**src/rtl/vmul_sequencer.sv**
```systemverilog
// Valid/ready sequencer around one registered fixed-point multiplier stage.
// Define VMUL_SAT_EN to clamp out-of-range products instead of wrapping.
module vmul_sequencer #(
  parameter int unsigned BITS      = 8,
  parameter int unsigned OUT_SHIFT = 0,
  parameter int unsigned MAX_LEN   = 256,
  localparam int unsigned LEN_W    = $clog2(MAX_LEN + 1)
) (
  input  logic             clk,
  input  logic             rst,
  input  logic             cmd_valid,
  output logic             cmd_ready,
  input  logic [LEN_W-1:0] cmd_len,
  input  logic             in_valid,
  output logic             in_ready,
  input  logic [BITS-1:0]  in_a,
  input  logic [BITS-1:0]  in_b,
  output logic             out_valid,
  input  logic             out_ready,
  output logic [BITS-1:0]  out_p,
  output logic             out_last,
  output logic             busy,
  output logic             done
);

  localparam int unsigned TOP = OUT_SHIFT + BITS - 1;
`ifdef VMUL_SAT_EN
  localparam int unsigned FULL_W = 2 * BITS;
`else
  // Bits above the output slice never influence it, so they are not built.
  localparam int unsigned FULL_W = OUT_SHIFT + BITS;
`endif
  localparam logic [LEN_W-1:0] MAX_LEN_W = LEN_W'(MAX_LEN);

  typedef enum logic [1:0] {StIdle, StRun, StDrain} state_e;

  state_e            state_q;
  logic [LEN_W-1:0]  len_q;
  logic [LEN_W-1:0]  issued_q;
  logic [LEN_W-1:0]  len_clamped;
  logic signed [FULL_W-1:0] full;
  logic [BITS-1:0]   prod;
  logic              cmd_hs;
  logic              in_hs;
  logic              out_hs;
  logic              is_last;

  assign full = FULL_W'($signed(in_a)) * FULL_W'($signed(in_b));

`ifdef VMUL_SAT_EN
  logic signed [FULL_W-1:0] full_hi;

  // full_hi is all-zero or all-one exactly when the slice represents full.
  always_comb begin
    full_hi = full >>> TOP;
    if ((full_hi == '0) || (full_hi == '1)) begin
      prod = full[OUT_SHIFT +: BITS];
    end else if (full[FULL_W-1]) begin
      prod = {1'b1, {(BITS-1){1'b0}}};
    end else begin
      prod = {1'b0, {(BITS-1){1'b1}}};
    end
  end
`else
  assign prod = full[OUT_SHIFT +: BITS];
`endif

  always_comb begin
    cmd_ready   = (state_q == StIdle);
    busy        = (state_q != StIdle);
    in_ready    = (state_q == StRun) && (!out_valid || out_ready);
    cmd_hs      = cmd_valid && cmd_ready;
    in_hs       = in_valid && in_ready;
    out_hs      = out_valid && out_ready;
    is_last     = (issued_q == (len_q - 1'b1));
    len_clamped = (cmd_len > MAX_LEN_W) ? MAX_LEN_W : cmd_len;
  end

  always_ff @(posedge clk) begin
    if (rst) begin
      state_q   <= StIdle;
      len_q     <= '0;
      issued_q  <= '0;
      out_valid <= 1'b0;
      out_p     <= '0;
      out_last  <= 1'b0;
      done      <= 1'b0;
    end else begin
      done <= 1'b0;

      // A same-cycle output handshake is covered by the reload.
      if (in_hs) begin
        out_p     <= prod;
        out_last  <= is_last;
        out_valid <= 1'b1;
        issued_q  <= issued_q + 1'b1;
      end else if (out_hs) begin
        out_valid <= 1'b0;
      end

      unique case (state_q)
        StIdle: begin
          if (cmd_hs) begin
            len_q    <= len_clamped;
            issued_q <= '0;
            if (len_clamped == '0) begin
              done <= 1'b1;
            end else begin
              state_q <= StRun;
            end
          end
        end
        StRun: begin
          if (in_hs && is_last) begin
            state_q <= StDrain;
          end
        end
        StDrain: begin
          if (out_hs && out_last) begin
            state_q <= StIdle;
            done    <= 1'b1;
          end
        end
        default: state_q <= StIdle;
      endcase
    end
  end

endmodule

```
**config.mk**
```make
export PLATFORM = sky130hd
export DESIGN_NAME = vmul_sequencer
export DESIGN_NICKNAME = d
export VERILOG_FILES = /design/src/rtl/vmul_sequencer.sv
export SDC_FILE = /design/constraint.sdc
export NUM_CORES = 1
export LEC_CHECK = 0
export ABC_AREA = 1
export CORE_MARGIN = 2
export CORE_UTILIZATION = 55
export CTS_BUF_LIST = sky130_fd_sc_hd__clkbuf_16
export DETAILED_ROUTE_END_ITERATION = 7
export GPL_ROUTABILITY_DRIVEN = 0
export PLACE_DENSITY_LB_ADDON = 0.25
export RECOVER_POWER = 100
export SETUP_SLACK_MARGIN = 0.4
export SLEW_MARGIN = 10
export SYNTH_ARGS = -nofsm -noshare
export SYNTH_HDL_FRONTEND = slang
export SYNTH_SLANG_ARGS = --single-unit
```
**constraint.sdc**
```tcl
create_clock -name clk -period 10.3 [get_ports clk]
set_input_delay 2.06 -clock clk [delete_from_list [all_inputs] [get_ports clk]]
set_output_delay 2.06 -clock clk [all_outputs]
set_load 0.05 [all_outputs]
```
==> results.sh, run 1 <==
export IMPL_synth_area_top_cells="dfxtp_1, nand2_1, inv_1"
export IMPL_p_sw_share_pct=31.9
export IMPL_cpMostUsedCell="nand2_1"
export IMPL_fp_dieH_um=73.2
export IMPL_post_route_period_util_pct=57.2
export IMPL_critPathRequiredTime_ns=10.46
export IMPL_status="complete, no violations"
export IMPL_seq_area_um2=621
export IMPL_postSynthAreaPerCell_um2=6.75
export IMPL_io_buffers=43
export IMPL_cts_hold_buf=0
export IMPL_ys_warn_count=0
export IMPL_instances_no_fill=486
export IMPL_start_util_pct=56.5
export IMPL_met1_length_um=2660
export IMPL_first_iter_violations=136
export IMPL_firstDrtPassIters=4
export IMPL_finalInstanceArea_mm2=0.00320
export IMPL_synth_seq_area_share_pct=23.6
export IMPL_grt_usage_pct=22.9
export IMPL_slew_violations=0
export IMPL_period_needed_ns=5.89
export IMPL_antenna_cells=0
export IMPL_tightest_slew_ns=0.556
export IMPL_cp_start_kind="input port"
export IMPL_die_w_um=73.2
export IMPL_cp_arrival_ns=6.05
export IMPL_fin_skew_ns=0.00652
export IMPL_ios=44
export IMPL_hold_violations=0
export IMPL_postPlaceCellArea_mm2=0.00308
export IMPL_p_total_uw=430
export IMPL_dr_wl_met3_um=354
export IMPL_power_frac_clock_pct=37.9
export IMPL_routed_wl_um=5490
export IMPL_top_layer="met4"
export IMPL_cts_buffers_inserted=5
export IMPL_criticalPathCategory="in -> reg"
export IMPL_fmax_ghz=0.170
export IMPL_internal_power_uw=293
export IMPL_end_kind="flop"
export IMPL_hold_class="reg -> reg"
export IMPL_placed_cells=478
export IMPL_irDropWorstVdd_uv=111
export IMPL_final_nets=494
export IMPL_synth_area_leader_cell="dfxtp_1"
export IMPL_path_max_fanout=7
export IMPL_cts_root_buf="clkbuf_16"
export IMPL_postCtsSetupBuffers=0
export IMPL_worst_slew_margin_rel_pct=62.8
export IMPL_grt_pass1_vias=2241
export IMPL_grt_pass1_wl_um=9670
export IMPL_clk_pin_slew_ns=0.05
export IMPL_cts_tree="done"
export IMPL_syn_inst=390
export IMPL_grt_start_max_net_pins=17
export IMPL_drc=0
export IMPL_wl_per_cell_um=11.3
export IMPL_cts_sinks=31
export IMPL_vias=2432
export IMPL_place_hpwl_um=4470
export IMPL_ctsResizeCount=0
export IMPL_grt_overflow=0
export IMPL_power_net_switching_uw=137
export IMPL_synthDistinctLibCells=30
export IMPL_drive_above_1_share_pct=2.78
export IMPL_path_cells="dlygate4sd3_1, nand2_1, fa_1, inv_1, ha_1, fa_1, inv_1, fa_1, inv_1, ha_1, a21oi_1, nand3_1, nand2_1, inv_1, nand3_1, nand2_1, nand2_1, nand2_1, nor2_1, nor2_1"
export IMPL_clk_path_buf_depth=2
export IMPL_p_leak_nw=1.67
export IMPL_tns_ns=0
export IMPL_synth_top_area_share_pct=23.6
export IMPL_multi_input_area_mm2=0.00163
export IMPL_power_density_mw_per_mm2=134
export IMPL_fill_cells=390
export IMPL_avgViaCountPerCell=5.00
export IMPL_rows=25
export IMPL_die_area_mm2=0.00536
export IMPL_drv_cap=0
export IMPL_antenna_left=0
export IMPL_critPathBufInv=5
export IMPL_syn_cell_area_mm2=0.00263
export IMPL_htreeDepth=2
export IMPL_clk_latency_ns=0.28
export IMPL_slowest_stage="dlygate4sd3_1"
export IMPL_rsz0062_at_grt="no"
export IMPL_area_growth_pct=21.4
export IMPL_synth_fp_nets=453
export IMPL_antenna_found_initial=0
export IMPL_seqPwrFrac_pct=29.7
export IMPL_comb_power_share_pct=32.4
export IMPL_finalSetupViolCount=0
export IMPL_synth_seq_cells=31
export IMPL_core_mm2=0.00466
export IMPL_cp_top_family="adder cells"
export IMPL_crit_path_max_incr_delay_ns=0.68
export IMPL_wl_met2_um=2420
-- area by class of cell --
cell class	count	share of cell area, %
clock buffer	5	3.91
clock inverter	3	1.21
inverter	75	8.80
multi-input combinational	275	51.1
sequential	31	19.4
tap	54	2.11
timing repair buffer	43	13.5
-- metal layers --
metal	global-route usage (%)	up-vias
li1	-	1290
met1	31.8	1085
met2	34.3	48
met3	6.49	9
met4	7.41	0
met5	0	-
-- cell usage in the layout, fill, tap and decap left out, drive strengths merged, types with 4 or more instances in the layout --
master,instances
a21oi,15
clkbuf,5
clkdlybuf4s50,25
dfxtp,31
dlygate4sd3,18
fa,12
ha,21
inv,75
nand2,115
nand3,38
nor2,29
nor3,4
o21ai,11
xnor2,4
xor2,11
-- worst paths after layout --
check / start / end / slack, ns / cells past startpoint
min: out_p[2] / out_p[2] / 0.46 / 2
max: in_a[2] / out_p[7] / 4.41 / 20
max reg2reg: state_q[0] / issued_q[8] / 8.39 / 9
min reg2reg: out_p[2] / out_p[2] / 0.46 / 2
-- power groups by stage --
stage	logic, mW	clock network, mW	registers, mW
floorplan	0.0943	0	0.137
global placement	0.138	0	0.130
detailed placement	0.143	0	0.130
CTS	0.144	0.165	0.128
global route	0.162	0.172	0.128
finish	0.139	0.163	0.128
-- cell families (layout without fill, tap and decap cells) --
logic type	count (synthesis)	count (layout)	share of synthesized area, %
compound gates	30	30	6.03
buf+inv	84	126	12.5
fa+ha+maj	33	33	19.1
simple gates	197	197	33.8
flops	31	31	23.6
xor+xnor	15	15	4.99
-- state kept, by name (all words and copies together) (netlist names) --
name,cells
out_last,1
out_p,8
len_q,9
done,1
issued_q,9
out_valid,1
state_q,2
-- metrics by stage --
stage	util [%]	hold slack, ns	worst slack, ns
2_1_floorplan	-	0.464	5.06
3_3_place_gp	66.1	0.453	4.37
3_5_place_dp	66.1	0.459	4.20
6_report	68.6	0.461	4.41
4_1_cts	69.7	0.469	4.47
5_1_grt	68.6	0.483	4.16
-- worst min-delay path, stage by stage (launching register included) --
cell     delay (ns)
dfxtp_1        0.30
nand2_1        0.06
a21oi_1        0.05
-- Yosys cell counts --
cell type,instances
o21ai_0,11
nand3_1,37
nand2_2,2
dfxtp_1,31
xor2_1,11
ha_1,21
o21a_1,2
and2_1,2
nand2_1,113
fa_1,12
nor4_1,2
inv_1,74
nor3_4,1
nor3b_1,3
nor3_1,3
inv_2,1
a211oi_1,1
a31oi_1,1
buf_2,6
nor2_4,2
buf_6,1
nor4_4,1
a21oi_1,15
clkbuf_1,2
nand4_1,1
nor2_1,25
nand3b_1,2
nor2_2,2
nand3_4,1
xnor2_1,4
(Power assumes the default switching activity.)
==> inputs of run 2 (changes only) <==
--- a/config.mk
+++ b/config.mk
@@ -7,7 +7,7 @@
 export LEC_CHECK = 0
 export ABC_AREA = 1
 export CORE_MARGIN = 2
-export CORE_UTILIZATION = 55
+export CORE_UTILIZATION = 49
 export CTS_BUF_LIST = sky130_fd_sc_hd__clkbuf_16
 export DETAILED_ROUTE_END_ITERATION = 7
 export GPL_ROUTABILITY_DRIVEN = 0
==> constraint.sdc (replaced) <==
create_clock -name clk -period 4.7 [get_ports clk]
set_input_delay 0.94 -clock clk [delete_from_list [all_inputs] [get_ports clk]]
set_output_delay 0.94 -clock clk [all_outputs]
set_load 0.05 [all_outputs]
==> results.sh, run 2 (synthesized netlist as in run 1, its figures left out) <==
export IMPL_layout_common_cells="nand2_1, inv_1, nand3_1"
export IMPL_cts_sinks=31
export IMPL_clk_pin_slew_ns=0.05
export IMPL_min_to="out_p[1]"
export IMPL_tightest_slew_ns=0.566
export IMPL_period_needed_ns=4.14
export IMPL_criticalPathCategory="in -> reg"
export IMPL_grt_start_max_net_pins=17
export IMPL_core_mm2=0.00514
export IMPL_htreeDepth=2
export IMPL_status="complete, no violations"
export IMPL_worst_slew_margin_rel_pct=62.1
export IMPL_reg2reg_from="state_q[0]"
export IMPL_fill_cells=474
export IMPL_avgViaCountPerCell=4.87
export IMPL_grt_pass1_wl_um=10000
export IMPL_setup_ws_ns=0.557
export IMPL_cts_tree="done"
export IMPL_antenna_left=0
export IMPL_hp_start="out_p[1]"
export IMPL_finalInstanceArea_mm2=0.00337
export IMPL_irDropWorstVdd_uv=250
export IMPL_instances_no_fill=515
export IMPL_clk_path_buf_depth=2
export IMPL_hold_class="reg -> reg"
export IMPL_slew_violations=0
export IMPL_fp_dieH_um=77.3
export IMPL_drc=0
export IMPL_cts_buffers_inserted=5
export IMPL_p_leak_nw=1.78
export IMPL_fin_skew_ns=0.00307
export IMPL_area_growth_pct=27.8
export IMPL_fmax_ghz=0.241
export IMPL_cts_root_buf="clkbuf_16"
export IMPL_drive_above_1_share_pct=7.19
export IMPL_antenna_cells=0
export IMPL_io_buffers=43
export IMPL_final_util_pct=65.5
export IMPL_postPlaceCellArea_mm2=0.00320
export IMPL_hold_depth=2
export IMPL_firstDrtPassIters=4
export IMPL_end_kind="flop"
export IMPL_first_iter_violations=68
export IMPL_cp_arrival_ns=4.31
export IMPL_pre_cts_slack_ns=-0.0811
export IMPL_cts_hold_buf=0
export IMPL_ios=44
export IMPL_drv_cap=0
export IMPL_cp_start_kind="input port"
export IMPL_path_max_fanout=4
export IMPL_tns_ns=0
export IMPL_antenna_found_initial=0
export IMPL_critPathRequiredTime_ns=4.87
export IMPL_place_hpwl_um=4690
export IMPL_vias=2509
export IMPL_wl_per_cell_um=11.6
export IMPL_rows=26
export IMPL_rsz0062_at_grt="no"
export IMPL_placed_cells=507
export IMPL_hold_violations=0
export IMPL_die_w_um=77.3
export IMPL_holdWs_ns=0.464
export IMPL_p_total_uw=985
export IMPL_largestRegisters="issued_q (9), len_q (9), out_p (8)"
export IMPL_power_density_mw_per_mm2=293
export IMPL_final_common_cell="nand2_1"
export IMPL_rrSetupSlack_ns=2.62
export IMPL_worst_r2r_cell_count=9
export IMPL_finalSetupViolCount=0
export IMPL_grt_usage_pct=20.6
export IMPL_start_util_pct=51.2
export IMPL_grt_overflow=0
export IMPL_die_area_mm2=0.00598
export IMPL_routed_wl_um=5960
export IMPL_reg2reg_to="issued_q[8]"
export IMPL_post_route_period_util_pct=88.2
export IMPL_clk_latency_ns=0.28
export IMPL_grt_pass1_vias=2309
export IMPL_final_nets=507
run 2: cell count changes in the layout (fill, tap and decap cells not counted), sizes merged:
cell,previous run,this run
clkdlybuf4s15,0,2
buf,0,12
clkbuf,5,7
dlymetal6s2s,0,6
dlygate4sd3,18,17
dlygate4sd2,0,2
clkdlybuf4s25,0,1
clkdlybuf4s50,25,14
run 2: cell type report:
type	instances	area [um^2]	area share (%)
Multi-Input combinational cell	275	1670	49.7
Sequential cell	31	621	18.4
Timing Repair Buffer	56	539	16.0
Inverter	75	282	8.36
Clock buffer	5	125	3.72
Tap cell	70	87.6	2.60
Clock inverter	3	38.8	1.15
run 2: repair_timing:
item                       4_1_cts  5_1_grt
setup endpoints to repair        1        1
setup buffers                    0        0
gates resized for setup         10       17
pin swaps                        1        7
run 2: worst max path at each step:
stage / cells after the start / end / slack [ns] / start
after floorplan: 20 / out_p[7] / 0.58 / in_b[1]
after global placement: 20 / out_p[7] / -0.01 / in_a[2]
after detailed placement: 20 / out_p[7] / -0.08 / in_a[2]
after CTS: 21 / out_p[7] / 0.41 / in_a[1]
after global routing: 21 / out_p[7] / 0.32 / in_a[2]
final: 21 / out_p[7] / 0.56 / in_a[2]
run 2: worst max-delay path, stage by stage:
cell	delay, ns
clkdlybuf4s25_1	0.29
nand2_1	0.09
fa_2	0.37
inv_2	0.06
fa_1	0.43
fa_1	0.54
inv_1	0.05
fa_1	0.52
inv_1	0.06
ha_4	0.28
nand3_2	0.06
nand2_1	0.07
nand2_1	0.04
nand2_1	0.08
inv_1	0.04
nand3_1	0.07
nand2_1	0.06
nand2_1	0.06
nand2_1	0.04
nor2_1	0.10
nor2_1	0.04
run 2: report_power, final:
part / switching (mW) / internal (mW)
Sequential: 0.00725 / 0.273
Clock: 0.116 / 0.247
Combinational: 0.195 / 0.147
run 2: per-layer routing:
metal | track usage, % | up-vias | wire length (um) | share of wire, %
met4 | 5.36 | 0 | 51 | 0.86
met3 | 5.65 | 8 | 296 | 5.0
met5 | 0 | - | 0 | 0
met2 | 33.2 | 45 | 2720 | 46
li1 | - | 1319 | - | -
met1 | 27.3 | 1137 | 2890 | 49
